**src/rtl/full_adder_pkg.sv**
```systemverilog
// Purpose : shared constants for the ripple-carry full-adder datapath.
// Latency : n/a (constants only).
// Backpressure: n/a.
// Contents: FA_WIDTH_DEFAULT (default operand width), FA_WIDTH_MAX (widest legal operand).
package full_adder_pkg;

  localparam int FA_WIDTH_DEFAULT = 1;
  localparam int FA_WIDTH_MAX     = 64;

endpackage : full_adder_pkg

```
**src/rtl/full_adder_cell.sv**
```systemverilog
// Purpose : one-bit gate-level full-adder cell, the building block of the ripple chain.
// Latency : purely combinational, no state.
// Backpressure: none.
// Ports   : x, y  - operand bits; ci - carry in; s - sum bit; co - carry out.
module full_adder_cell (
  input  logic x,
  input  logic y,
  input  logic ci,
  output logic s,
  output logic co
);

  // Propagate term is shared by the sum and the carry-out.
  logic w_p;

  assign w_p = x ^ y;
  assign s   = w_p ^ ci;
  assign co  = (x & y) | (ci & w_p);

endmodule : full_adder_cell

```
**src/rtl/full_adder_struct.sv**
```systemverilog
// Purpose : WIDTH-bit unsigned adder {cout, sum} = a + b + c built as a ripple chain of full_adder_cell.
// Latency : 1 cycle, result and out_valid registered on the edge that samples in_valid.
// Backpressure: none, one result per cycle, never stalls.
// Ports   : clk, rst_n (async active-low); in_valid, a, b, c (operands); sum, cout, out_valid (registered result);
//           ovf (registered two's-complement overflow) exists only when FULL_ADDER_STRUCT_OVF_EN is defined.
// WIDTH legal range is 1..FA_WIDTH_MAX.
module full_adder_struct
  import full_adder_pkg::*;
#(
  parameter int WIDTH = FA_WIDTH_DEFAULT
) (
  input  logic             clk,
  input  logic             rst_n,
  input  logic             in_valid,
  input  logic [WIDTH-1:0] a,
  input  logic [WIDTH-1:0] b,
  input  logic             c,
  output logic [WIDTH-1:0] sum,
  output logic             cout,
  output logic             out_valid
`ifdef FULL_ADDER_STRUCT_OVF_EN
  ,
  output logic             ovf
`endif
);

  // w_carry[i] is the carry into cell i; w_carry[WIDTH] is the final carry-out.
  logic [WIDTH:0]   w_carry;
  logic [WIDTH-1:0] w_sum;

  assign w_carry[0] = c;

  for (genvar i = 0; i < WIDTH; i++) begin : g_cell
    full_adder_cell u_cell (
      .x  (a[i]),
      .y  (b[i]),
      .ci (w_carry[i]),
      .s  (w_sum[i]),
      .co (w_carry[i+1])
    );
  end

  logic [WIDTH-1:0] r_sum;
  logic             r_cout;
  logic             r_vld;

  // Result registers only load on a valid cycle so they hold through idle cycles.
  always_ff @(posedge clk or negedge rst_n) begin
    if (!rst_n) begin
      r_sum  <= '0;
      r_cout <= 1'b0;
      r_vld  <= 1'b0;
    end else begin
      r_vld <= in_valid;
      if (in_valid) begin
        r_sum  <= w_sum;
        r_cout <= w_carry[WIDTH];
      end
    end
  end

  assign sum       = r_sum;
  assign cout      = r_cout;
  assign out_valid = r_vld;

`ifdef FULL_ADDER_STRUCT_OVF_EN
  // Signed overflow: carries into and out of the MSB cell disagree.
  // For WIDTH=1 the carry into the MSB is c itself, giving cout ^ c.
  logic r_ovf;

  always_ff @(posedge clk or negedge rst_n) begin
    if (!rst_n) begin
      r_ovf <= 1'b0;
    end else if (in_valid) begin
      r_ovf <= w_carry[WIDTH] ^ w_carry[WIDTH-1];
    end
  end

  assign ovf = r_ovf;
`endif

endmodule : full_adder_struct

```
**config.mk**
```make
export PLATFORM = sky130hd
export DESIGN_NAME = full_adder_struct
export DESIGN_NICKNAME = d
export VERILOG_FILES = /design/src/rtl/full_adder_pkg.sv /design/src/rtl/full_adder_cell.sv /design/src/rtl/full_adder_struct.sv
export SDC_FILE = /design/constraint.sdc
export NUM_CORES = 1
export LEC_CHECK = 0
export BUFFER_PORTS_ARGS = -buffer_cell sky130_fd_sc_hd__buf_2
export CORE_AREA = 3 3 40 42
export DETAILED_ROUTE_END_ITERATION = 12
export DIE_AREA = 0 0 43 45
export PLACE_DENSITY = 0.37
export SYNTH_ARGS = -nofsm -noshare
export SYNTH_HDL_FRONTEND = slang
export SYNTH_SLANG_ARGS = --single-unit
export TNS_END_PERCENT = 1
```
**constraint.sdc**
```tcl
create_clock -name clk -period 1 [get_ports clk]
set_input_delay 0.2 -clock clk [delete_from_list [all_inputs] [get_ports clk]]
set_output_delay 0.2 -clock clk [all_outputs]
set_load 0.005 [all_outputs]
```
==> results of run 1 <==
[kinds of logic after synthesis]
group,count (synthesis),share of synthesized area [%]
DFF,3,63.8
adders and majority gates,1,17.0
muxes,2,19.1
[cells in the mapped netlist]
| cell type | n | area (µm²) |
|---|---|---|
| sky130_fd_sc_hd__dfrtp_1 | 3 | 75.1 |
| sky130_fd_sc_hd__mux2_2 | 2 | 22.5 |
| sky130_fd_sc_hd__fa_1 | 1 | 20.0 |
[per-stage QoR]
stage | setup slack, ns | utilization [%]
2_1_floorplan | -0.0259 | -
3_3_place_gp | -0.148 | 13.7
3_5_place_dp | -0.169 | 13.7
4_1_cts | 0.0531 | 16.6
5_1_grt | 0.0330 | 16.6
6_report | 0.0533 | 16.6
[registers in the layout, indices dropped and copies added (netlist names)]
signal and count:
cout 1, out_valid 1, sum 1
[per-layer routing]
metal,GRT usage (%),wire [µm],up-vias
met5,0,0,-
met2,4.49,118,9
met3,4.78,64,0
met1,3.90,141,42
met4,7.23,0,0
li1,-,-,48
[how the worst min path moves through the flow]
stage,to,slack [ns],cells past startpoint
floorplan,cout$_DFFE_PN0P_,-0.1,0
global placement,out_valid$_DFF_PN0_,-0.005,1
detailed placement,sum$_DFFE_PN0P_,-0.001,1
CTS,out_valid$_DFF_PN0_,0.11,1
global route,out_valid$_DFF_PN0_,0.11,1
finish,out_valid$_DFF_PN0_,0.13,1
[where the power goes]
part           internal (W)  total (W)  switching (W)
Clock              0.000150   0.000211      0.0000620
Combinational     0.0000336  0.0000564      0.0000229
Sequential         0.000137   0.000145     0.00000748
Total              0.000320   0.000413      0.0000923
[final cells by class]
class                   count  area [µm²]  area share [%]
clock buffers               4        26.3            12.4
multi-input cells           3        42.5            20.0
flip-flops and latches      3        75.1            35.3
well taps                  15        18.8            8.82
repair buffers              9        50.0            23.5
[timing repair]
item | in CTS | in global routing
endpoints found under the setup margin | 0 | 0
gates resized for setup | 0 | 0
hold buffers | 1 | 0
endpoints found under the hold margin | 3 | 0
==> parameters.txt, run 1 <==
Parameter                              Value

Die
  Effective utilization at floorplan ... 9.15%
  Area of the core region ... 0.00128 mm²
  Standard-cell row count ... 13
  Die outline height ... 45 µm
  Count of boundary I/O pins ... 9
  Die Outline Area ... 0.00194 mm²
  Die boundary width ... 43 µm

Clock tree
  Buffer type at the clock tree root ... sky130_fd_sc_hd__clkbuf_4
  Number of buffers created by CTS ... 3
  Clock tree from TritonCTS ... yes
  Clock transition time at the flip-flop clock pins of the worst setup and hold paths ... 0.04 ns
  Worst skew pair latency ... 0.23 ns
  Clock sink count ... 3
  Post-CTS repair timing setup buffer count ... 0
  Clock H-tree levels ... 1
  Worst-case clock buffer depth ... 2

STA
  Number of setup violations in the final report ... 0
  Time the final worst path needs with I/O delays and setup ... 0.947 ns
  Setup_tns ... 0 ns
  Final slew viol count ... 0
  Highest attainable clock frequency ... 1.06 GHz
  Skew final ... 0 ns
  Hold violation total from the final report ... 0
  Setup repair after global routing missed its margin ... false
  Transition at the pin with the smallest max-transition slack ... 0.0835 ns
  Fin crit share ... 94.7%
  Worst-case headroom to the max-slew limit ... 94.4%
  Hold WS ... 0.127 ns

Power
  Total leakage power ... 0.101 nW
  Maximum VDD drop ... 332 µV
  Pwr Total ... 0.000413 W
  Power density over cell area ... 1940 mW/mm²

Critical path
  Max FO, Critical Path ... 1
  R2R Setup Slk ... 0.25 ns
  Cell with the largest stage delay on the worst path ... sky130_fd_sc_hd__fa_1
  CP Capture Type ... flop
  Worst flop-to-flop path endpoint ... sum$_DFFE_PN0P_
  Critical path arrival ... 1.06 ns
  Crit path from ... a
  Critical path's top delay family ... adder cells
  Startpoint of the most critical register-to-register path ... sum$_DFFE_PN0P_
  FF-to-FF path depth ... 1
  Delay contributed by the slowest stage of the critical path ... 0.48 ns
  Capture point of the worst path ... sum$_DFFE_PN0P_
  Req. time, crit path ... 1.11 ns
  Kind of critical path ... input port to flop
  Depth of the critical timing path with buffers and inverters included ... 3
  Critical path, cell by cell ... buf_2, fa_1, mux2_2
  Critical path launch point type ... input port
  Crit path buf inv count ... 1

Drt
  Total number of vias ... 99
  Number of nets still failing antenna checks after routing ... 0
  DRC violation total after the first TritonRoute iteration ... 2
  Number of DRC violations after detailed routing ... 0
  Total length of routed wires ... 325 µm
  Number of iterations in the first detailed-routing pass ... 2
  Per-cell via count in the routed design ... 2.91
  Routed length per placed instance ... 9.56 µm

Cells and area
  Number of diodes ... 0
  Filler-free cell count of the finished design ... 34
  Commonest non-fill, non-tap cells in the layout ... 8 x sky130_fd_sc_hd__buf_2, 3 x sky130_fd_sc_hd__clkbuf_4, 3 x sky130_fd_sc_hd__dfrtp_1
  Most common library cell in the layout ignoring fill and taps ... sky130_fd_sc_hd__buf_2
  Area growth from synthesis to final layout ... 80.9%
  Final instance area ... 213 µm²
  Count of nets after finishing ... 27
  Number of fillers in the final layout ... 151
  Fraction of layout cells with a size suffix above 1 ... 68.4%

Placed design
  Count of input and output buffers ... 8
  Routability cong. ... 0.576
  Placed cell count ... 29
  Total cell area at the placement stage ... 176 µm²

GRT
  Total gr overflow ... 0
  Total global-route track usage ... 4.60%
  Maximum number of pins on one net before global-route repair ... 4
  Number of global-route vias before repair ... 140
  Wire length of the first global-routing pass ... 545 µm
  Initial antenna violation count ... 0

Hold path
  Worst min path class ... input port to flop
  Startpoint of the lowest-slack hold path ... in_valid

Synth
  Syn. warnings ... 0
  Total nets after synthesis ... 13
  Part of the Yosys area used for sequential elements ... 63.8%
  Synthesized area per cell ... 19.6 µm²
  Register bit total from synthesis ... 3
  Netlist area before placement ... 118 µm²
  Gate count of the mapped netlist ... 6
  Unique masters post-synth ... 3

Flow run
  Number of max-cap violations ... 0

Outcome
  Run status ... complete, no violations
Note: power is estimated with default switching activity, not from simulation.
==> run 2: changes to the inputs <==
--- a/config.mk
+++ b/config.mk
@@ -9,7 +9,7 @@
 export CORE_AREA = 3 3 40 42
 export DETAILED_ROUTE_END_ITERATION = 12
 export DIE_AREA = 0 0 43 45
-export PLACE_DENSITY = 0.37
+export PLACE_DENSITY = 0.33
 export SYNTH_ARGS = -nofsm -noshare
 export SYNTH_HDL_FRONTEND = slang
 export SYNTH_SLANG_ARGS = --single-unit
==> run 2 against run 1 <==
Combinational power shrank 6.4%. Largest cell class unchanged. Global-route usage shrank 0.33 points. Clock skew did not move.
==> parameters.txt, run 2 (same netlist as run 1, synthesis figures left out) <==
Parameter                              Value

Outcome
  Run status ... complete, no violations

Die
  Standard-cell row count ... 13 (unchanged)
  Die boundary width ... 43 µm (unchanged)
  Count of boundary I/O pins ... 9 (unchanged)
  Die Outline Area ... 0.00194 mm² (unchanged)
  Effective utilization at floorplan ... 9.15% (unchanged)
  Die outline height ... 45 µm (unchanged)
  Area of the core region ... 0.00128 mm² (unchanged)

STA
  Setup_tns ... 0 ns (unchanged)
  Final slew viol count ... 0 (unchanged)
  Setup repair after global routing missed its margin ... false
  Skew final ... 0 ns (unchanged)
  Transition at the pin with the smallest max-transition slack ... 0.0730 ns (-0.0105 ns)
  Hold violation total from the final report ... 0 (unchanged)
  Number of setup violations in the final report ... 0 (unchanged)
  Worst-case headroom to the max-slew limit ... 95.1% (+0.70 points)
  Time the final worst path needs with I/O delays and setup ... 0.924 ns (-0.0232 ns)
  Highest attainable clock frequency ... 1.08 GHz (+2.5%)
  Fin crit share ... 92.4% (-2.3 points)

Critical path
  Critical path's top delay family ... flip-flops
  Depth of the critical timing path with buffers and inverters included ... 1 (-2)
  Critical path launch point type ... flop
  FF-to-FF path depth ... 1 (unchanged)
  Kind of critical path ... flop to output port
  CP Capture Type ... output port
  Critical path, cell by cell ... buf_2
  Req. time, crit path ... 0.80 ns (-0.31 ns)
  Startpoint of the most critical register-to-register path ... cout$_DFFE_PN0P_
  Crit path from ... cout$_DFFE_PN0P_
  Delay contributed by the slowest stage of the critical path ... 0.37 ns (-0.11 ns)
  Crit path buf inv count ... 1 (unchanged)
  Cell with the largest stage delay on the worst path ... sky130_fd_sc_hd__dfrtp_1
  Max FO, Critical Path ... 2 (+1)
  Critical path arrival ... 0.72 ns (-0.34 ns)

Cells and area
  Area taken by flip-flops and latches ... 75.1 µm² (unchanged)
  Commonest non-fill, non-tap cells in the layout ... 8 x sky130_fd_sc_hd__buf_2, 3 x sky130_fd_sc_hd__clkbuf_4, 3 x sky130_fd_sc_hd__dfrtp_1
  Final instance area ... 213 µm² (unchanged)
  Number of fillers in the final layout ... 150 (-0.66%)
  Number of diodes ... 0 (unchanged)
  Total area of multi-input combinational cells ... 42.5 µm² (unchanged)
  Fraction of layout cells with a size suffix above 1 ... 68.4% (unchanged)
  Area growth from synthesis to final layout ... 80.9% (unchanged)
  Final cell utilization of the core ... 16.6% (unchanged)
  Most common library cell in the layout ignoring fill and taps ... sky130_fd_sc_hd__buf_2
  Count of nets after finishing ... 27 (unchanged)

Drt
  Total number of vias ... 94 (-5.1%)
  Number of nets still failing antenna checks after routing ... 0 (unchanged)
  Total length of routed wires ... 278 µm (-14%)
  Routed length per placed instance ... 8.18 µm (-14%)
  Per-cell via count in the routed design ... 2.76 (-5.1%)
  Number of DRC violations after detailed routing ... 0 (unchanged)
  DRC violation total after the first TritonRoute iteration ... 0 (-2)
  Number of iterations in the first detailed-routing pass ... 1 (-1)

Power
  Power density over cell area ... 1920 mW/mm² (-0.93%)
  Total leakage power ... 0.101 nW (unchanged)
  Maximum VDD drop ... 325 µV (-2.0%)

Clock tree
  Clock sink count ... 3 (unchanged)
  Buffer type at the clock tree root ... sky130_fd_sc_hd__clkbuf_4
  Number of buffers created by CTS ... 3 (unchanged)
  Clock tree from TritonCTS ... yes
  Clock transition time at the flip-flop clock pins of the worst setup and hold paths ... 0.04 ns (about the same)
  Worst-case clock buffer depth ... 2 (unchanged)
  Clock H-tree levels ... 1 (unchanged)
  Worst skew pair latency ... 0.23 ns (about the same)

GRT
  Maximum number of pins on one net before global-route repair ... 4 (unchanged)
  Total global-route track usage ... 4.26% (-0.33 points)
  Initial antenna violation count ... 0 (unchanged)
  Wire length of the first global-routing pass ... 469 µm (-14%)
  Total gr overflow ... 0 (unchanged)
  Number of global-route vias before repair ... 102 (-27%)

Placed design
  Count of input and output buffers ... 8 (unchanged)
  Routability cong. ... 0.664 (+15%)
  Total cell area at the placement stage ... 176 µm² (unchanged)

Hold path
  Worst min path class ... input port to flop
  Startpoint of the lowest-slack hold path ... in_valid
  Instance count along the most critical hold path ... 1 (unchanged)

Flow run
  Number of max-cap violations ... 0 (unchanged)
[run 2: area by class of cell]
class                   instances  share of cell area, %
multi-input cells               3                   20.0
repair buffers                  9                   23.5
flip-flops and latches          3                   35.3
well taps                      15                   8.82
clock buffers                   4                   12.4
[run 2: path summary, 6_finish.rpt]
| path | endpoint | slack [ns] |
|---|---|---|
| max | cout | 0.08 |
| min | out_valid$_DFF_PN0_ | 0.12 |
| max reg2reg | cout$_DFFE_PN0P_ | 0.25 |
| min reg2reg | sum$_DFFE_PN0P_ | 0.50 |
| max in group asynchronous | out_valid$_DFF_PN0_ | 0.60 |
| min in group asynchronous | sum$_DFFE_PN0P_ | 0.29 |
[run 2: metrics by stage]
stage	hold slack [ns]	std cells	worst slack (ns)	power [W]
6_report	0.120	34	0.0764	0.000409
5_1_grt	0.118	34	0.0307	0.000447
4_1_cts	0.113	34	0.0593	0.000425
3_5_place_dp	-0.000908	29	-0.158	0.000196
3_3_place_gp	-0.000230	29	-0.159	0.000196
2_1_floorplan	-0.0956	6	-0.0259	0.000163
[run 2: timing repair]
item / in CTS / in global routing
setup buffers: 0 / 0
hold buffers: 1 / 0
gates resized for setup: 0 / 0
endpoints found under the hold margin: 3 / 0
[run 2: where the power goes]
group	switching (W)	total [W]	internal (W)	leakage, nW
logic	0.0000203	0.0000528	0.0000325	0.0509
clock network	0.0000628	0.000212	0.000150	0.0150
registers	0.00000643	0.000144	0.000137	0.0350
[run 2: metal layers]
layer / vias to the layer above / wire length (µm) / GRT usage, %
met4: 0 / 0 / 5.42
met2: 11 / 65 / 2.69
met3: 0 / 72 / 5.18
met1: 36 / 140 / 4.88
met5: - / 0 / 0
li1: 47 / - / -
